--- src/rtl/pc_unit_pkg.sv ---
// Shared types and constants for the program-counter unit: FSM states,
// trap causes and trap vector addresses.
package pc_unit_pkg;

  localparam int unsigned XLEN    = 32;
  localparam int unsigned PC_STEP = 4;

  typedef enum logic [1:0] {
    ST_IDLE  = 2'd0,
    ST_FETCH = 2'd1,
    ST_EXEC  = 2'd2,
    ST_TRAP  = 2'd3
  } state_t;

  // External codes 0..2 map directly; code 3 is free for the internal misaligned cause
  typedef enum logic [1:0] {
    CAUSE_BAD_OP   = 2'd0,
    CAUSE_OVERFLOW = 2'd1,
    CAUSE_DIV_ZERO = 2'd2,
    CAUSE_MISALIGN = 2'd3
  } cause_t;

  localparam logic [XLEN-1:0] VEC_BAD_OP   = 32'h0000_0100;
  localparam logic [XLEN-1:0] VEC_OVERFLOW = 32'h0000_0104;
  localparam logic [XLEN-1:0] VEC_DIV_ZERO = 32'h0000_0108;
  localparam logic [XLEN-1:0] VEC_MISALIGN = 32'h0000_010C;

  // Reserved external cause 3 is handled as a bad opcode
  function automatic cause_t map_cause(input logic [1:0] raw);
    return (raw == 2'd3) ? CAUSE_BAD_OP : cause_t'(raw);
  endfunction

  function automatic logic [XLEN-1:0] trap_vector(input cause_t cause);
    case (cause)
      CAUSE_OVERFLOW: return VEC_OVERFLOW;
      CAUSE_DIV_ZERO: return VEC_DIV_ZERO;
      CAUSE_MISALIGN: return VEC_MISALIGN;
      default:        return VEC_BAD_OP;
    endcase
  endfunction

endpackage

--- src/rtl/pc_unit_if.sv ---
// Control/status bundle between the datapath/fetch side and the PC unit.
interface pc_unit_if;
  import pc_unit_pkg::*;

  logic [XLEN-1:0] pc_next;
  logic            pc_write;
  logic            pc_write_cond;
  logic            branch_ne;
  logic            alu_zero;
  logic            instr_done;
  logic            exc_req;
  logic [1:0]      exc_cause;
  logic            fetch_req;
  logic            fetch_ack;
  logic [XLEN-1:0] pc;
  logic [XLEN-1:0] epc;
  logic [XLEN-1:0] instr_count;
  logic [1:0]      state;

  modport master (
    output pc_next, pc_write, pc_write_cond, branch_ne, alu_zero,
           instr_done, exc_req, exc_cause, fetch_ack,
    input  fetch_req, pc, epc, instr_count, state
  );

  modport slave (
    input  pc_next, pc_write, pc_write_cond, branch_ne, alu_zero,
           instr_done, exc_req, exc_cause, fetch_ack,
    output fetch_req, pc, epc, instr_count, state
  );
endinterface

--- src/rtl/pc_unit_branch_cond.sv ---
// PC write enable: unconditional write, or branch taken (beq on zero, bne on non-zero).
module branch_cond (
  input  logic pc_write,
  input  logic pc_write_cond,
  input  logic branch_ne,
  input  logic alu_zero,
  output logic write_en
);
  assign write_en = pc_write | (pc_write_cond & (alu_zero ^ branch_ne));
endmodule

--- src/rtl/pc_unit.sv ---
// Program-counter unit: fetch handshake, PC update/branching, exception
// trapping to fixed vectors, and retired-instruction counting.
module pc_unit
  import pc_unit_pkg::*;
(
  input  logic   clk,
  input  logic   reset_n,
  pc_unit_if.slave bus
);

  state_t          state_q, state_d;
  cause_t          cause_q, cause_d;
  logic [XLEN-1:0] pc_q, pc_d;
  logic [XLEN-1:0] pc_fetch_q, pc_fetch_d;
  logic [XLEN-1:0] epc_q, epc_d;
  logic [XLEN-1:0] count_q, count_d;
  logic            fetch_req_q, fetch_req_d;
  logic            write_en;

  branch_cond u_branch_cond (
    .pc_write      (bus.pc_write),
    .pc_write_cond (bus.pc_write_cond),
    .branch_ne     (bus.branch_ne),
    .alu_zero      (bus.alu_zero),
    .write_en      (write_en)
  );

  // State and datapath registers; reset overrides everything
  always_ff @(posedge clk) begin
    if (!reset_n) begin
      state_q     <= ST_IDLE;
      cause_q     <= CAUSE_BAD_OP;
      pc_q        <= '0;
      pc_fetch_q  <= '0;
      epc_q       <= '0;
      count_q     <= '0;
      fetch_req_q <= 1'b0;
    end else begin
      state_q     <= state_d;
      cause_q     <= cause_d;
      pc_q        <= pc_d;
      pc_fetch_q  <= pc_fetch_d;
      epc_q       <= epc_d;
      count_q     <= count_d;
      fetch_req_q <= fetch_req_d;
    end
  end

  // Next-state and datapath update
  always_comb begin
    state_d    = state_q;
    cause_d    = cause_q;
    pc_d       = pc_q;
    pc_fetch_d = pc_fetch_q;
    epc_d      = epc_q;
    count_d    = count_q;

    case (state_q)
      ST_IDLE: state_d = ST_FETCH;

      ST_FETCH: begin
        if (bus.fetch_ack) begin
          pc_fetch_d = pc_q;
          pc_d       = pc_q + XLEN'(PC_STEP);
          state_d    = ST_EXEC;
        end
      end

      ST_EXEC: begin
        if (bus.exc_req) begin
          cause_d = map_cause(bus.exc_cause);
          state_d = ST_TRAP;
        end else if (write_en) begin
          if (bus.pc_next[1:0] != 2'b00) begin
            cause_d = CAUSE_MISALIGN;
            state_d = ST_TRAP;
          end else begin
            pc_d    = bus.pc_next;
            count_d = count_q + XLEN'(1);
            state_d = ST_FETCH;
          end
        end else if (bus.instr_done) begin
          count_d = count_q + XLEN'(1);
          state_d = ST_FETCH;
        end
      end

      ST_TRAP: begin
        epc_d   = pc_fetch_q;
        pc_d    = trap_vector(cause_q);
        state_d = ST_FETCH;
      end

      default: state_d = ST_IDLE;
    endcase

    // Moore fetch request: registered copy of "next state is FETCH"
    fetch_req_d = (state_d == ST_FETCH);
  end

  assign bus.fetch_req   = fetch_req_q;
  assign bus.pc          = pc_q;
  assign bus.epc         = epc_q;
  assign bus.instr_count = count_q;
  assign bus.state       = state_q;

endmodule

--- src/flat_wrapper.sv ---
// flat-port wrapper written by rule: the top's interface ports become plain ports
module pc_unit_flat import pc_unit_pkg::*;
  (clk, reset_n, bus_pc_next, bus_pc_write, bus_pc_write_cond, bus_branch_ne, bus_alu_zero, bus_instr_done, bus_exc_req, bus_exc_cause, bus_fetch_ack, bus_fetch_req, bus_pc, bus_epc, bus_instr_count, bus_state);
  pc_unit_if bus_i ();
  input  logic clk;
  input  logic reset_n;
  input wire logic [$bits(bus_i.pc_next)-1:0] bus_pc_next;
  input wire logic [$bits(bus_i.pc_write)-1:0] bus_pc_write;
  input wire logic [$bits(bus_i.pc_write_cond)-1:0] bus_pc_write_cond;
  input wire logic [$bits(bus_i.branch_ne)-1:0] bus_branch_ne;
  input wire logic [$bits(bus_i.alu_zero)-1:0] bus_alu_zero;
  input wire logic [$bits(bus_i.instr_done)-1:0] bus_instr_done;
  input wire logic [$bits(bus_i.exc_req)-1:0] bus_exc_req;
  input wire logic [$bits(bus_i.exc_cause)-1:0] bus_exc_cause;
  input wire logic [$bits(bus_i.fetch_ack)-1:0] bus_fetch_ack;
  output wire logic [$bits(bus_i.fetch_req)-1:0] bus_fetch_req;
  output wire logic [$bits(bus_i.pc)-1:0] bus_pc;
  output wire logic [$bits(bus_i.epc)-1:0] bus_epc;
  output wire logic [$bits(bus_i.instr_count)-1:0] bus_instr_count;
  output wire logic [$bits(bus_i.state)-1:0] bus_state;
  assign bus_i.pc_next = bus_pc_next;
  assign bus_i.pc_write = bus_pc_write;
  assign bus_i.pc_write_cond = bus_pc_write_cond;
  assign bus_i.branch_ne = bus_branch_ne;
  assign bus_i.alu_zero = bus_alu_zero;
  assign bus_i.instr_done = bus_instr_done;
  assign bus_i.exc_req = bus_exc_req;
  assign bus_i.exc_cause = bus_exc_cause;
  assign bus_i.fetch_ack = bus_fetch_ack;
  assign bus_fetch_req = bus_i.fetch_req;
  assign bus_pc = bus_i.pc;
  assign bus_epc = bus_i.epc;
  assign bus_instr_count = bus_i.instr_count;
  assign bus_state = bus_i.state;
  pc_unit u_core (.clk(clk), .reset_n(reset_n), .bus(bus_i));
endmodule
--- config.mk ---
export PLATFORM = sky130hd
export DESIGN_NAME = pc_unit_flat
export DESIGN_NICKNAME = d
export VERILOG_FILES = /design/src/rtl/pc_unit_pkg.sv /design/src/rtl/pc_unit_if.sv /design/src/rtl/pc_unit_branch_cond.sv /design/src/rtl/pc_unit.sv /design/src/flat_wrapper.sv
export SDC_FILE = /design/constraint.sdc
export NUM_CORES = 1
export LEC_CHECK = 0
export CORE_MARGIN = 2
export CORE_UTILIZATION = 51
export DETAILED_ROUTE_END_ITERATION = 7
export PLACE_DENSITY = 0.81
export SLEW_MARGIN = 20
export SYNTH_ARGS = -nofsm -noshare
export SYNTH_HDL_FRONTEND = slang
export SYNTH_SLANG_ARGS = --single-unit
export TNS_END_PERCENT = 10
--- constraint.sdc ---
create_clock -name clk -period 2.4 [get_ports clk]
set_input_delay 0.48 -clock clk [delete_from_list [all_inputs] [get_ports clk]]
set_output_delay 0.48 -clock clk [all_outputs]
set_load 0.01 [all_outputs]
==> results of run 1 <==
[what timing repair did]
item | CTS | global route
resized for setup | 0 | 1
setup endpoints to repair | 0 | 1
endpoints found under the hold margin | 0 | 0
[sequential cells by signal, indices dropped and copies added (netlist names)]
signal	count
u_core.bus.state	2
u_core.bus.pc	32
u_core.bus.epc	32
u_core.cause_q	2
u_core.bus.fetch_req	1
u_core.pc_fetch_q	32
u_core.bus.instr_count	32
[per-stage QoR]
stage                     cell area [µm²]  cells  setup slack, ns
after CTS                            8530   1075            0.212
after floorplan                      6250    766            0.434
after global routing                 8530   1075           0.0559
final                                8530   1075            0.225
after global placement               7960   1043          -0.0349
after detailed placement             7960   1043          -0.0758
[placed cells by master, fill, tap and decap left out, types with 5 or more instances in the layout]
cell and count:
o21ai_0 27, xor2_1 5, a21oi_1 67, nor3_1 13, nand4_1 19, nor2_1 77
buf_4 35, inv_1 15, and3_1 10, o21a_1 8, nand2_1 132, clkdlybuf4s50_1 141
nor4_1 18, o31ai_1 11, dfxtp_1 133, and2_1 10, nand3_1 18, o211ai_1 8
o21bai_1 12, nand2b_1 6, clkbuf_16 17, ha_1 5, mux2i_1 34, a31oi_1 6
[power groups by stage]
stage	sequential (W)	combinational [W]	clock, W
after floorplan	0.00237	0.000362	0
after global placement	0.00236	0.000712	0
after detailed placement	0.00236	0.000730	0
after CTS	0.00231	0.000738	0.00251
after global routing	0.00232	0.000812	0.00261
final	0.00231	0.000750	0.00248
[synthesized netlist by cell type, drive strengths merged, types with 4 or more instances]
library cell,number
buf,20
clkbuf,28
ha,7
o31ai,11
a21oi,68
nand2,132
xor2,6
o211ai,8
mux2i,34
inv,16
nor3,16
dfxtp,133
o31a,4
nor2,77
nand3,20
and2,12
or3,4
a31oi,6
nand4,21
o21ai,28
nor4,18
nand2b,6
a32o,4
and3,10
and4,4
o21a,8
o2111ai,4
o21bai,12
[critical path, stage by stage (launching register included)]
cell and delay [ns]:
dfxtp_1 0.43, ha_2 0.29, nor2b_1 0.14, buf_4 0.15
and4_1 0.26, o21ai_1 0.22, buf_4 0.23, nor4_1 0.23
o21bai_1 0.14
[final timing paths]
| check | startpoint | end | cells past startpoint |
|---|---|---|---|
| worst max-delay path | u_core.bus.state[1]$_SDFF_PN0_ | u_core.bus.instr_count[19]$_SDFFE_PN0P_ | 8 |
| worst min-delay path | u_core.pc_fetch_q[11]$_SDFFE_PN0P_ | u_core.pc_fetch_q[11]$_SDFFE_PN0P_ | 2 |
| worst max register to register | u_core.bus.state[1]$_SDFF_PN0_ | u_core.bus.instr_count[19]$_SDFFE_PN0P_ | 8 |
| worst min register to register | u_core.pc_fetch_q[11]$_SDFFE_PN0P_ | u_core.pc_fetch_q[11]$_SDFFE_PN0P_ | 2 |
[cell families (layout without fill, tap and decap cells)]
logic type,after synthesis,count (layout)
adder cells (fa/ha/maj),7,7
multiplexers,35,35
XOR/XNOR,9,9
AND/OR/NAND/NOR,329,329
AO/OA/AOI/OAI,189,189
buffers and inverters,64,226
flip-flops,133,133
[metal layers]
layer / vias up / track usage, % / wire [µm]
met3: 28 / 6.67 / 1380
li1: 3055 / - / -
met4: 0 / 10.1 / 327
met1: 3022 / 36.2 / 7880
met2: 282 / 45.5 / 8630
met5: - / 0 / 0
[area by class of cell]
type	instances	area [µm²]
clock inverters	11	101
flip-flops and latches	133	2660
repair buffers	178	1710
fillers	935	3480
inverters	16	61.3
well taps	147	184
clock buffers	21	470
multi-input cells	569	3340
==> metrics.txt, run 1 <==
Chip Height 115 µm; clock sinks 133; biggest area consumer among synthesized cells dfxtp_1; post-route clock period utilization 90.6%; post-synthesis cell type count just under 70; crit end category register; layout cells sized above 1 9.05%; Root Buffer clkbuf_16; pwr dens 650 nW/µm²; post-synthesis cell area 6250 µm²; H-tree levels 4; Clock Latency Late Sink 0.41 ns; P_leak about 2.9 nW; Setup Viol. Count Final 0; die width 115 µm; Most used DFF post-synth dfxtp_1; Num CTS Buffers 17; mux share of post-synthesis cell area 5.62%; Synth top area share 42.6%; per-cell routed wire length 16.9 µm; I/O Pins 142; Seq cells post-synth around 130; drt total wl around 18000 µm; Slew Limit Fails 0; vias per std cell 5.94; Compound-Gate Fraction of Synth Area between 10% and 20%; row cnt 40; antenna violations before repair 0; WP data arrival 2.52 ns; crit start category register; Final #Nets 965; I/O Buffers 141; Synth Area in Simple Gates around a quarter; grt total ovfl 0; sequential area share after synthesis 42.6%; Hold-fix buffers, CTS 0; Initial Util a little over half; P&R area growth vs syn 36.4%; Worst-Margin Slew around 0.56 ns; CTS max path bufs 2; hold_ws approximately 0.46 ns; GRT Util Overall 27.9%; Worst Skew 0.0104 ns; Post-synth EDFFs 0; Fmax around 460 MHz; worst path required time 2.75 ns; Hold Path Class reg -> reg; Clk pin slew, worst setup/hold paths 0.06 ns; pin count of the biggest net entering global routing 71; Post-Synth Adder-Cell Area around 1.4%; Ant. Diodes 0; Synth Area in XOR/XNOR 1.38%; sequential power share 41.8%; Setup CP Type reg -> reg; critical path fanouts, max 8; RSZ-0062 raised after global routing false; Worst R2R Setup Slack 0.23 ns; largest family of logic cells by synthesized area simple AND/OR/NAND/NOR gates; Clk pwr share 44.7%; vias in the first global route ~6k; Net Sw Power 0.00147 W; first-pass GRT wire length slightly below 30000 µm; via count 6387; Post-Synthesis Cells about 770; Core ar. roughly 12000 µm²; drt pass-1 iters 7; switch share 26.5%; Combinational Power Share 13.5%; Final ANT Viol Nets 0; Fin. Hold Viols 0; detailed placement HPWL 12700 µm; CTS tree built; Tmin final 2.17 ns; Mapped Avg Cell Area 8.16 µm²; drt first-iter violations 549; drc violations 0; Max IR drop VDD 0.381 mV; Final Core Density 71.0%; Synth warnings 0; syn nets 816; outcome complete, no violations; Synth area leaders dfxtp_1, nand2_1, mux2i_1; share of synthesized flip-flops with an asynchronous set or reset 0%; RD Place Congestion roughly 0.89; # Post-CTS Setup Buffers 0; Design Power 0.00554 W; die area 13200 µm²; Pint 0.00407 W; TNS Setup 0 ns; Max-Cap Viols 0; Max-slew headroom 62.4%
No activity file was read; power rests on OpenSTA's default activity.
==> run 2, diff against run 1 <==
--- a/config.mk
+++ b/config.mk
@@ -7,10 +7,12 @@
 export LEC_CHECK = 0
 export CORE_MARGIN = 2
-export CORE_UTILIZATION = 51
+export CORE_UTILIZATION = 52
+export CTS_BUF_LIST = sky130_fd_sc_hd__clkbuf_8
 export DETAILED_ROUTE_END_ITERATION = 7
-export PLACE_DENSITY = 0.81
+export PLACE_DENSITY = 0.83
 export SLEW_MARGIN = 20
 export SYNTH_ARGS = -nofsm -noshare
 export SYNTH_HDL_FRONTEND = slang
+export SYNTH_HIERARCHICAL = 1
 export SYNTH_SLANG_ARGS = --single-unit
 export TNS_END_PERCENT = 10
==> constraint.sdc (replaced) <==
create_clock -name clk -period 2.4 [get_ports clk]
set_input_delay 0.48 -clock clk [delete_from_list [all_inputs] [get_ports clk]]
set_output_delay 0.48 -clock clk [all_outputs]
set_load 0.005 [all_outputs]
==> run 2 against run 1 <==
Sequential share of layout area rose by 0.93 points. Total power grew 10%. Flip-flop and latch count is the same. Core utilization grew 1.8 points. Count of clock-buffer cells in the layout fell by 3. First-iteration DRC count shrank 2.6%. Worst setup slack got worse by 0.22 ns. Critical path depth decreased by 1. Highest routed layer unchanged. Sequential power increased by 3%. Cell area decreased by 2.9%. Synthesized cell count is 4.4% lower. Global-route usage rose by 0.55 points.
==> metrics.txt, run 2 <==
reg-to-reg endpoint u_core/bus.pc[30]$_SDFFE_PN0P_; Worst-Margin Slew 0.647 ns (+0.0874 ns); Num CTS Buffers 17 (unchanged); top-count cell post-synth dfxtp_1; Root Buffer clkbuf_8; Max IR drop VDD 0.497 mV (+30%); Hold Path Class reg -> reg; Setup Viol. Count Final 0 (unchanged); Core ar. 11400 µm² (-5.3%); critical path fanouts, max 3 (-5); P_leak 2.82 nW (-1.2%); Clock Latency Late Sink 0.45 ns (+0.04 ns); Slew Limit Fails 0 (unchanged); Clk pwr share 34.1% (-11 points); per-cell routed wire length 17.1 µm (+1.1%); Hold Crit Start u_core/pc_fetch_q[0]$_SDFFE_PN0P_; Seq cells post-synth 133 (unchanged); drc violations 0 (unchanged); RD Place Congestion 0.899 (+1.5%); most common cell after layout, fill and taps aside clkdlybuf4s50_1; pin count of the biggest net entering global routing 65 (-8.5%); Max-slew headroom 56.8% (-5.6 points); Post-Synthesis Cells 732 (-4.4%); Max-Cap Viols 0 (unchanged); Cell Count Post-Placement 1013 (-2.9%); Final #Nets 940 (-2.6%); Final ANT Viol Nets 0 (unchanged); Mapped Avg Cell Area 8.24 µm² (+0.96%); die width 112 µm (-2.6%); row cnt 39 (-2.5%); I/O Buffers 141 (unchanged); drt total wl 17900 µm (-1.6%); Ant. Diodes 0 (unchanged); share of synthesized flip-flops with an asynchronous set or reset 0% (unchanged); Synth top area share 44.1% (+1.6 points); drt first-iter violations 535 (-2.6%); clock sinks 133 (unchanged); Initial Util 53.1% (+1.0 points); most frequent cells after synthesis dfxtp_1, nand2_1, nor2_1; Worst Skew 0.0101 ns (-0.000334 ns); vias per std cell 5.89 (-0.93%); detailed placement HPWL 12300 µm (-3.2%); Fin. Hold Viols 0 (unchanged); P&R area growth vs syn 37.3%; crit path buf inv count 1 (-1); Pint 0.00418 W (+2.5%); pwr dens 739 nW/µm² (+14%); drt pass-1 iters 5 (-2); vias in the first global route 5870 (-2.4%); GRT Util Overall 28.5% (+0.55 points); crit end category register; Most used DFF post-synth dfxtp_1; biggest area consumer among synthesized cells dfxtp_1; sequential area share after synthesis 44.1% (+1.6 points); I/O Pins 142 (unchanged); Combinational Power Share 27.0% (+14 points); slowest CP cell or4_1; worst path required time 2.77 ns (+0.02 ns); layout cells sized above 1 10.3% (+1.2 points); post-synthesis cell type count 50 (-28%); post-route clock period utilization 99.7% (+9.0 points); R2R cell count 7 (-1); Tmin final 2.39 ns (+0.217 ns); CTS tree built; grt total ovfl 0 (unchanged); sequential power share 38.9% (-2.9 points); switch share 31.7% (+5.2 points); WHS Path Cells 2 (unchanged); Fmax 418 MHz (-9.1%); antenna violations before repair 0 (unchanged); CP cell instances clkdlybuf4s50_1, a21o_1, or4b_4, a211o_1, or4_1, mux2_4, a31oi_1; Hold-fix buffers, CTS 0 (unchanged); CP peak stage delay 0.50 ns (+0.07 ns); hold_ws 0.460 ns (+0.00160 ns); Post-synth EDFFs 0 (unchanged); via count 6157 (-3.6%); crit start category input pin; first-pass GRT wire length 29000 µm (-1.5%); H-tree levels 4 (unchanged); Synth area leaders dfxtp_1, mux2i_1, nand2_1; Net Sw Power 0.00194 W (+32%); WP data arrival 2.76 ns (+0.24 ns); post-synthesis cell area 6030 µm² (-3.5%); non-filler instance count after layout 1046 (-2.7%); syn nets 782 (-4.2%); Worst R2R Setup Slack 0.15 ns (-0.08 ns); Chip Height 112 µm (-2.6%); most frequent cells in the layout clkdlybuf4s50_1, dfxtp_1, nand2_1; RR Startpoint u_core/bus.state[1]$_SDFF_PN0_; CTS max path bufs 2 (unchanged); Setup CP Type in -> reg; Synth warnings 6 (+6); CP top delay family simple AND/OR/NAND/NOR gates; outcome complete, no violations; RSZ-0062 raised after global routing true; Clk pin slew, worst setup/hold paths 0.07 ns (about the same); die area 12500 µm² (-5.2%); hold endpoint u_core/pc_fetch_q[0]$_SDFFE_PN0P_
==> run 2: changes by cell type after synthesis, moves of 8 or more <==
cell / previous run / this run
a22oi_1: 2 / 13
clkbuf_1: 28 / 39
nand2_1: 132 / 102
o211ai_1: 8 / 0
o21bai_1: 12 / 0
xnor2_1: 3 / 20
==> run 2: final cells by class <==
cell class	instances	area (µm²)
clock buffer	18	248
clock inverter	14	193
tap	143	179
fill	864	3090
timing repair buffer	188	1770
sequential	133	2660
inverter	16	61.3
multi-input combinational	534	3160
==> run 2: tightest hold or removal path: cells and delay by family, from the launching register on <==
kind | cells | cell delay [ns]
compound gates | 1 | 0.05
flops | 1 | 0.31
simple gates | 1 | 0.05
==> run 2: worst max-delay path by stage <==
stage                      startpoint                                       to  slack (ns)  cells past startpoint
global placement         bus_alu_zero  u_core/bus.instr_count[27]$_SDFFE_PN0P_       -0.53                      9
global route        bus_pc_write_cond           u_core/bus.pc[30]$_SDFFE_PN0P_       -0.04                      7
finish              bus_pc_write_cond           u_core/bus.pc[30]$_SDFFE_PN0P_       0.008                      7
CTS                 bus_pc_write_cond           u_core/bus.pc[30]$_SDFFE_PN0P_       0.007                      7
detailed placement       bus_alu_zero  u_core/bus.instr_count[25]$_SDFFE_PN0P_       -0.65                      9
floorplan                bus_alu_zero           u_core/bus.pc[30]$_SDFFE_PN0P_       -0.13                      8
==> run 2: what timing repair did <==
item	4_1_cts	5_1_grt
setup buffers	1	0
setup endpoints to repair	32	2
resized for setup	9	1
pin swaps	5	1
==> run 2: power by group through the flow <==
stage	clock network (W)	registers [W]	logic, W
after CTS	0.00211	0.00238	0.00163
final	0.00208	0.00238	0.00165
after global routing	0.00221	0.00239	0.00179
after global placement	0	0.00242	0.00157
after detailed placement	0	0.00243	0.00161
after floorplan	0	0.00244	0.000915
==> run 2: logic make-up (layout without fill, tap and decap cells) <==
group,count (synthesis),in the layout,share of synthesized area [%]
xor+xnor,24,24,3.48
buf+inv,65,236,4.15
fa+ha+maj,7,7,1.45
mux,41,41,6.82
compound gates,158,158,16.1
flops,133,133,44.1
simple gates,304,304,23.8
==> run 2: metrics by stage <==
step           power, W  setup WS [ns]  util (%)  setup TNS (ns)  area (µm²)
3_3_place_gp    0.00399         -0.532      68.6          -25.69        7800
4_1_cts         0.00611        0.00701      72.8               0        8280
6_report        0.00612        0.00832      72.8               0        8280
3_5_place_dp    0.00404         -0.647      68.6          -28.42        7800
5_1_grt         0.00639        -0.0438      72.8         -0.0438        8280
2_1_floorplan   0.00336         -0.125         -          -0.894        6040
==> run 2: layer usage <==
metal | wire, µm | track usage [%] | vias to the layer above
li1 | - | - | 2916
met1 | 7740 | 37.5 | 2940
met2 | 8570 | 46.1 | 257
met3 | 1180 | 5.99 | 44
met4 | 431 | 10.8 | 0
met5 | 0 | 0 | -
==> run 3, diff against run 2 <==
CORE_UTILIZATION = 40   (was 52)
PLACE_DENSITY = 0.66   (was 0.83)
==> run 3 against run 2 <==
Die area is 29% higher. Count of clock-buffer cells in the layout is 1 higher. Cell count is 3.8% higher. Flip-flop and latch count stayed put. Worst setup slack better by 0.061 ns. Register-to-register slack better by 0.04 ns. Core utilization is 16 points lower. Largest cell class unchanged. Largest power group unchanged.
==> metrics.txt, run 3 (same netlist as run 2, synthesis figures left out) <==
Clk pwr share 33.8% (-0.3 points); worst path required time 2.76 ns (about the same); critical path fanouts, max 5 (+2); CTS max path bufs 2 (unchanged); Worst R2R Setup Slack 0.19 ns (+0.04 ns); pin count of the biggest net entering global routing 45 (-31%); sequential power share 39.4% (+0.5 points); Ant. Diodes 0 (unchanged); H-tree levels 4 (unchanged); Worst Skew 0.00840 ns (-0.00169 ns); first-pass GRT wire length 29200 µm (+0.64%); per-cell routed wire length 16.8 µm (-1.9%); Fmax 429 MHz (+2.6%); Initial Util 41.2% (-12 points); Clk pin slew, worst setup/hold paths 0.07 ns (about the same); P_leak 2.84 nW (+0.69%); GRT Util Overall 22.5% (-5.9 points); reg-to-reg endpoint u_core/bus.pc[25]$_SDFFE_PN0P_; placed cell area 7830 µm² (+0.45%); Slew Limit Fails 0 (unchanged); RD Place Congestion 0.907 (+0.88%); design area 8350 µm² (+0.79%); Final ANT Viol Nets 0 (unchanged); Hold Path Class reg -> reg; RSZ-0062 raised after global routing false; Worst-Margin Slew 0.636 ns (-0.0118 ns); layout cells sized above 1 10.3% (+0.011 points); detailed placement HPWL 12700 µm (+3.5%); Fin. Hold Viols 0 (unchanged); Fillers 1309 (+52%); drc violations 0 (unchanged); crit start category input pin; drt pass-1 iters 5 (unchanged); row cnt 44 (+13%); antenna violations before repair 0 (unchanged); Core ar. 14600 µm² (+29%); Final #Nets 939 (-0.11%); WHS Path Cells 2 (unchanged); drt total wl 18300 µm (+1.9%); Combinational Power Share 26.8% (-0.2 points); Hold Crit Start u_core/pc_fetch_q[4]$_SDFFE_PN0P_; die width 127 µm (+14%); RR Startpoint u_core/bus.state[0]$_SDFF_PN0_; switch share 32.1% (+0.43 points); clock sinks 133 (unchanged); vias per std cell 5.55 (-5.8%); hold endpoint u_core/pc_fetch_q[4]$_SDFFE_PN0P_; Chip Height 127 µm (+14%); Setup Viol. Count Final 0 (unchanged); TNS Setup 0 ns (unchanged); Net Sw Power 0.00196 W (+0.86%); vias in the first global route 5717 (-2.6%); WP data arrival 2.69 ns (-0.07 ns); Max-slew headroom 57.6% (+0.79 points); grt total ovfl 0 (unchanged); post-route clock period utilization 97.1% (-2.6 points); Pint 0.00413 W (-1.1%); via count 6022 (-2.2%); Tmin final 2.33 ns (-0.0613 ns); CTS tree built; P&R area growth vs syn 38.4%; Max IR drop VDD 0.387 mV (-22%); Num CTS Buffers 17 (unchanged); Setup CP Type in -> reg; drt first-iter violations 433 (-19%); Max-Cap Viols 0 (unchanged); most common cell after layout, fill and taps aside clkdlybuf4s50_1; R2R cell count 7 (unchanged); outcome complete, no violations; I/O Buffers 141 (unchanged); I/O Pins 142 (unchanged); most frequent cells in the layout clkdlybuf4s50_1, dfxtp_1, nand2_1; die area 16100 µm² (+29%); crit end category register; Root Buffer clkbuf_8; Clock Latency Late Sink 0.43 ns (-0.02 ns); pwr dens 729 nW/µm² (-1.3%)
[run 3: cell types whose count changed in the layout (fill, tap and decap cells not counted), sizes merged, moves of 2 or more]
| cell | change |
|---|---|
| dlymetal6s2s | +4 |
| buf | -2 |
| clkdlybuf4s50 | -2 |
| dlygate4sd2 | -2 |
[run 3: final cells by class]
class / instances / area, µm² / share of cell area [%]
multi-input cells: 535 / 3160 / 37.9
flip-flops and latches: 133 / 2660 / 31.9
repair buffers: 186 / 1790 / 21.4
clock buffers: 19 / 262 / 3.13
well taps: 184 / 230 / 2.76
clock inverters: 13 / 180 / 2.16
inverters: 16 / 62.6 / 0.750
[run 3: worst max-delay path by stage]
stage | startpoint | endpoint | slack (ns)
after floorplan | bus_alu_zero | u_core/bus.pc[30]$_SDFFE_PN0P_ | -0.13
after CTS | bus_alu_zero | u_core/bus.pc[30]$_SDFFE_PN0P_ | -0.04
final | bus_pc_next[1] | u_core/bus.pc[25]$_SDFFE_PN0P_ | 0.07
after global placement | bus_alu_zero | u_core/bus.pc[30]$_SDFFE_PN0P_ | -0.55
after global routing | u_core/bus.state[1]$_SDFF_PN0_ | u_core/bus.pc[11]$_SDFFE_PN0P_ | 0.02
after detailed placement | bus_alu_zero | u_core/bus.instr_count[26]$_SDFFE_PN0P_ | -0.60
[run 3: per-stage QoR]
stage | utilization [%] | instances | hold slack (ns) | total power, W | setup WS [ns]
floorplan | - | 732 | 0.436 | 0.00336 | -0.125
global placement | 53.5 | 1050 | 0.443 | 0.00398 | -0.546
detailed placement | 53.5 | 1050 | 0.446 | 0.00403 | -0.603
CTS | 56.7 | 1083 | 0.457 | 0.00611 | -0.0449
global route | 57.0 | 1086 | 0.474 | 0.00639 | 0.0218
finish | 57.0 | 1086 | 0.456 | 0.00609 | 0.0697
[run 3: per-layer routing]
layer / up-vias / GRT usage (%) / wire, µm
met1: 2878 / 29.7 / 8360
met2: 205 / 36.7 / 8680
met5: - / 0 / 0
li1: 2913 / - / -
met3: 26 / 4.34 / 936
met4: 0 / 8.14 / 284
[run 3: worst max-delay path: stages]
cell,delay [ns]
clkdlybuf4s50_1,0.43
or4b_4,0.57
buf_6,0.15
a211oi_4,0.25
nand2_2,0.13
or4_4,0.53
a31oi_1,0.16
[run 3: power by group through the flow]
stage | registers [W] | logic (W) | clock network [W]
finish | 0.00240 | 0.00163 | 0.00206
global route | 0.00241 | 0.00177 | 0.00220
CTS | 0.00240 | 0.00160 | 0.00211
detailed placement | 0.00245 | 0.00158 | 0
global placement | 0.00245 | 0.00154 | 0
floorplan | 0.00244 | 0.000915 | 0
[run 3: what timing repair did]
item / 4_1_cts / 5_1_grt
hold buffers: 0 / 0
pin swaps: 1 / 6
buffers inserted: 0 / 3
cloned: 1 / 0
resized for setup: 6 / 6
setup endpoints to repair: 26 / 26
endpoints found under the hold margin: 0 / 0
==> RTL change (config.mk and constraints of run 2) <==
Set the package constant `XLEN` to 40 (it was 32).
--- a/src/rtl/pc_unit_pkg.sv
+++ b/src/rtl/pc_unit_pkg.sv
@@ -4,3 +4,3 @@
 
-  localparam int unsigned XLEN    = 32;
+  localparam int unsigned XLEN    = 40;
   localparam int unsigned PC_STEP = 4;
Ports: changed (resized bus_epc, bus_instr_count, bus_pc and bus_pc_next); port bits go from 142 to 174. The function was not compared with the original's and may differ.
==> RTL change against run 2 <==
Final area is 25% higher. Setup slack better by 52 ps. Synthesized area is 26% higher. Total power is 13% higher. Combinational power is 9.7% higher. Count of clock-buffer cells in the layout is 4 higher. First-iteration DRC count is 16% higher. Sequential cell count is 32 higher. Clock skew hardly changed. Via count is 26% higher. Routed wire length is 23% higher. Largest power group unchanged.
==> RTL change: results (changes against run 2) <==
INFO  metric yosys-top-cells-count = dfxtp_1 (165), nand2_1 (132), a21oi_1 (103), nor2_1 (91) (was dfxtp_1 (133), nand2_1 (102), nor2_1 (84), a21oi_1 (65), mux2i_1 (40))
INFO  metric timing.critical_path.fanout_max = 20 (was 3)
INFO  metric yosys_warnings = 6 (unchanged)
INFO  metric synth-seq-area-share = 43.6% (was 44.1%)
INFO  metric detail_route.vias_per_cell = 5.84 (was 5.89)
INFO  metric place_inst = 1292 (was 1013)
INFO  metric drt_first_pass_iters = 6 (was 5)
INFO  metric synth_top_cells_by_area = dfxtp_1 (44%), a21oi_1 (6.8%), nand2_1 (6.5%) (was dfxtp_1 (44%), mux2i_1 (6.6%), nand2_1 (6.3%))
INFO  metric groute.usage.overall = 27.6% (was 28.5%)
INFO  metric grt_max_degree = 45 (was 65)
INFO  metric drt-wirelength-per-cell = 16.6 um (was 17.1 um)
INFO  metric crit_arrival = 2720 ps (was 2760 ps)
INFO  metric port-buffer-count = 173 (was 141)
INFO  metric antenna_found_initial = 0 (unchanged)
INFO  metric clock_insertion_delay_at_the_later_pin_of_the_skew_report = 460 ps
INFO  metric nNetsFinal = 1187 (was 940)
INFO  metric final_layout_size_suffix_gt1_share = 11.2% (was 10.3%)
INFO  metric asyncSetResetFlopFracSynth = 0% (unchanged)
INFO  metric crit_path_start = bus_pc_write_cond (unchanged)
INFO  metric final_setup_skew = 9.68 ps (was 10.1 ps)
INFO  metric grt_first_pass_wirelength = 35.5 mm (was 29.0 mm)
INFO  metric gp_congestion = 0.936 (was 0.899)
INFO  metric run_status = complete, no violations (unchanged)
INFO  metric slowest_stage = or4b_4 (was or4_1)
INFO  metric power_leakage = 3.52 nW (was 2.82 nW)
INFO  metric postSynthNetCount = 984 (was 782)
INFO  metric cts_inserted_buffers = 17 (unchanged)
INFO  metric worst-slew-pin-transition = 488 ps (was 647 ps)
INFO  metric detail_route.wirelength = 22.0 mm (was 17.9 mm)
INFO  metric clkTransAtPathRegs = 80 ps
INFO  metric place_hpwl = 15.4 mm (was 12.3 mm)
INFO  metric timing.critical_path.max_delay_family = buffers and inverters (was simple AND/OR/NAND/NOR gates)
INFO  metric grt_pass1_vias = 7130 (was 5870)
INFO  metric drt_iter0_markers = 622 (was 535)
INFO  metric ys_types = 66 (was 50)
INFO  metric cells_after_synth = 926 (was 732)
INFO  metric irDropWorstVdd = 0.453 mV (was 0.497 mV)
## RTL change: cell types whose count changed in the layout (fill, tap and decap cells not counted), moves of 9 or more
| cell | delta |
|---|---|
| buf_4 | +20 |
| and3_1 | +18 |
| mux2i_1 | +9 |
| nand3_1 | +19 |
| clkdlybuf4s50_1 | +32 |
| nand2_1 | +29 |
| a21oi_1 | +38 |
| or4_1 | +10 |
| xnor2_1 | -14 |
| dfxtp_1 | +32 |
## RTL change: final cells by class
type	instances	area, um^2
clock buffers	22	303
clock inverters	10	121
fillers	1096	4010
inverters	14	55.1
multi-input cells	684	3990
flip-flops and latches	165	3300
well taps	184	230
repair buffers	247	2360
## RTL change: cells by family (layout without fill, tap and decap cells)
family | count (synthesis) | count (layout) | synth area share, %
muxes | 49 | 49 | 6.47
adders and majority gates | 7 | 7 | 1.16
xor gates and xnor gates | 16 | 16 | 1.85
buffers and inverters | 77 | 293 | 4.19
DFF | 165 | 165 | 43.6
and+or+nand+nor | 405 | 405 | 26.4
AOI/OAI and AO/OA | 207 | 207 | 16.3
## RTL change: path summary, 6_finish.rpt
check                          endpoint  slack, ps  cells past startpoint
max                   u_core/bus.pc[26]         60                      9
min                u_core/pc_fetch_q[0]        460                      2
max reg2reg  u_core/bus.instr_count[32]        160                      6
min reg2reg        u_core/pc_fetch_q[0]        460                      2
## RTL change: report_power, final
group | switching [mW] | total (mW) | internal (mW)
logic | 0.998 | 1.81 | 0.809
clock network | 1.01 | 2.08 | 1.07
registers | 0.149 | 3.00 | 2.85
total | 2.16 | 6.88 | 4.72
## RTL change: metrics by stage
step                setup slack (ps)  instance area (um^2)  total power [mW]  setup TNS (ps)  util, %
floorplan                      0.859                  7590              3.91               0        -
global placement                -523                  9900              4.76          -28630     68.9
detailed placement              -579                  9900              4.81          -31620     68.9
CTS                              145                 10300              6.88               0     72.0
global route                   -18.4                 10400              7.17           -42.6     72.1
finish                          60.6                 10400              6.88               0     72.1
## RTL change: worst register-to-register path, stage by stage, from the launching register on
cell and delay (ps):
dfxtp_1 390, ha_1 280, and4b_2 280, o21ai_0 90, or4_4 490, or4_1 490
a21oi_1 160
## RTL change: timing repair
item	in CTS	in global routing
gates resized for setup	7	2
buffers inserted	2	0
pin swaps	5	2
setup endpoints to repair	31	4
hold buffers	0	0
## RTL change: metal layers
| metal | GRT usage (%) | routed length (um) | vias to the layer above |
|---|---|---|---|
| met2 | 43.5 | 10200 | 364 |
| met4 | 12.5 | 605 | 0 |
| met3 | 6.23 | 1770 | 51 |
| met1 | 36.3 | 9370 | 3604 |
| met5 | 0 | 0 | - |
| li1 | - | - | 3725 |
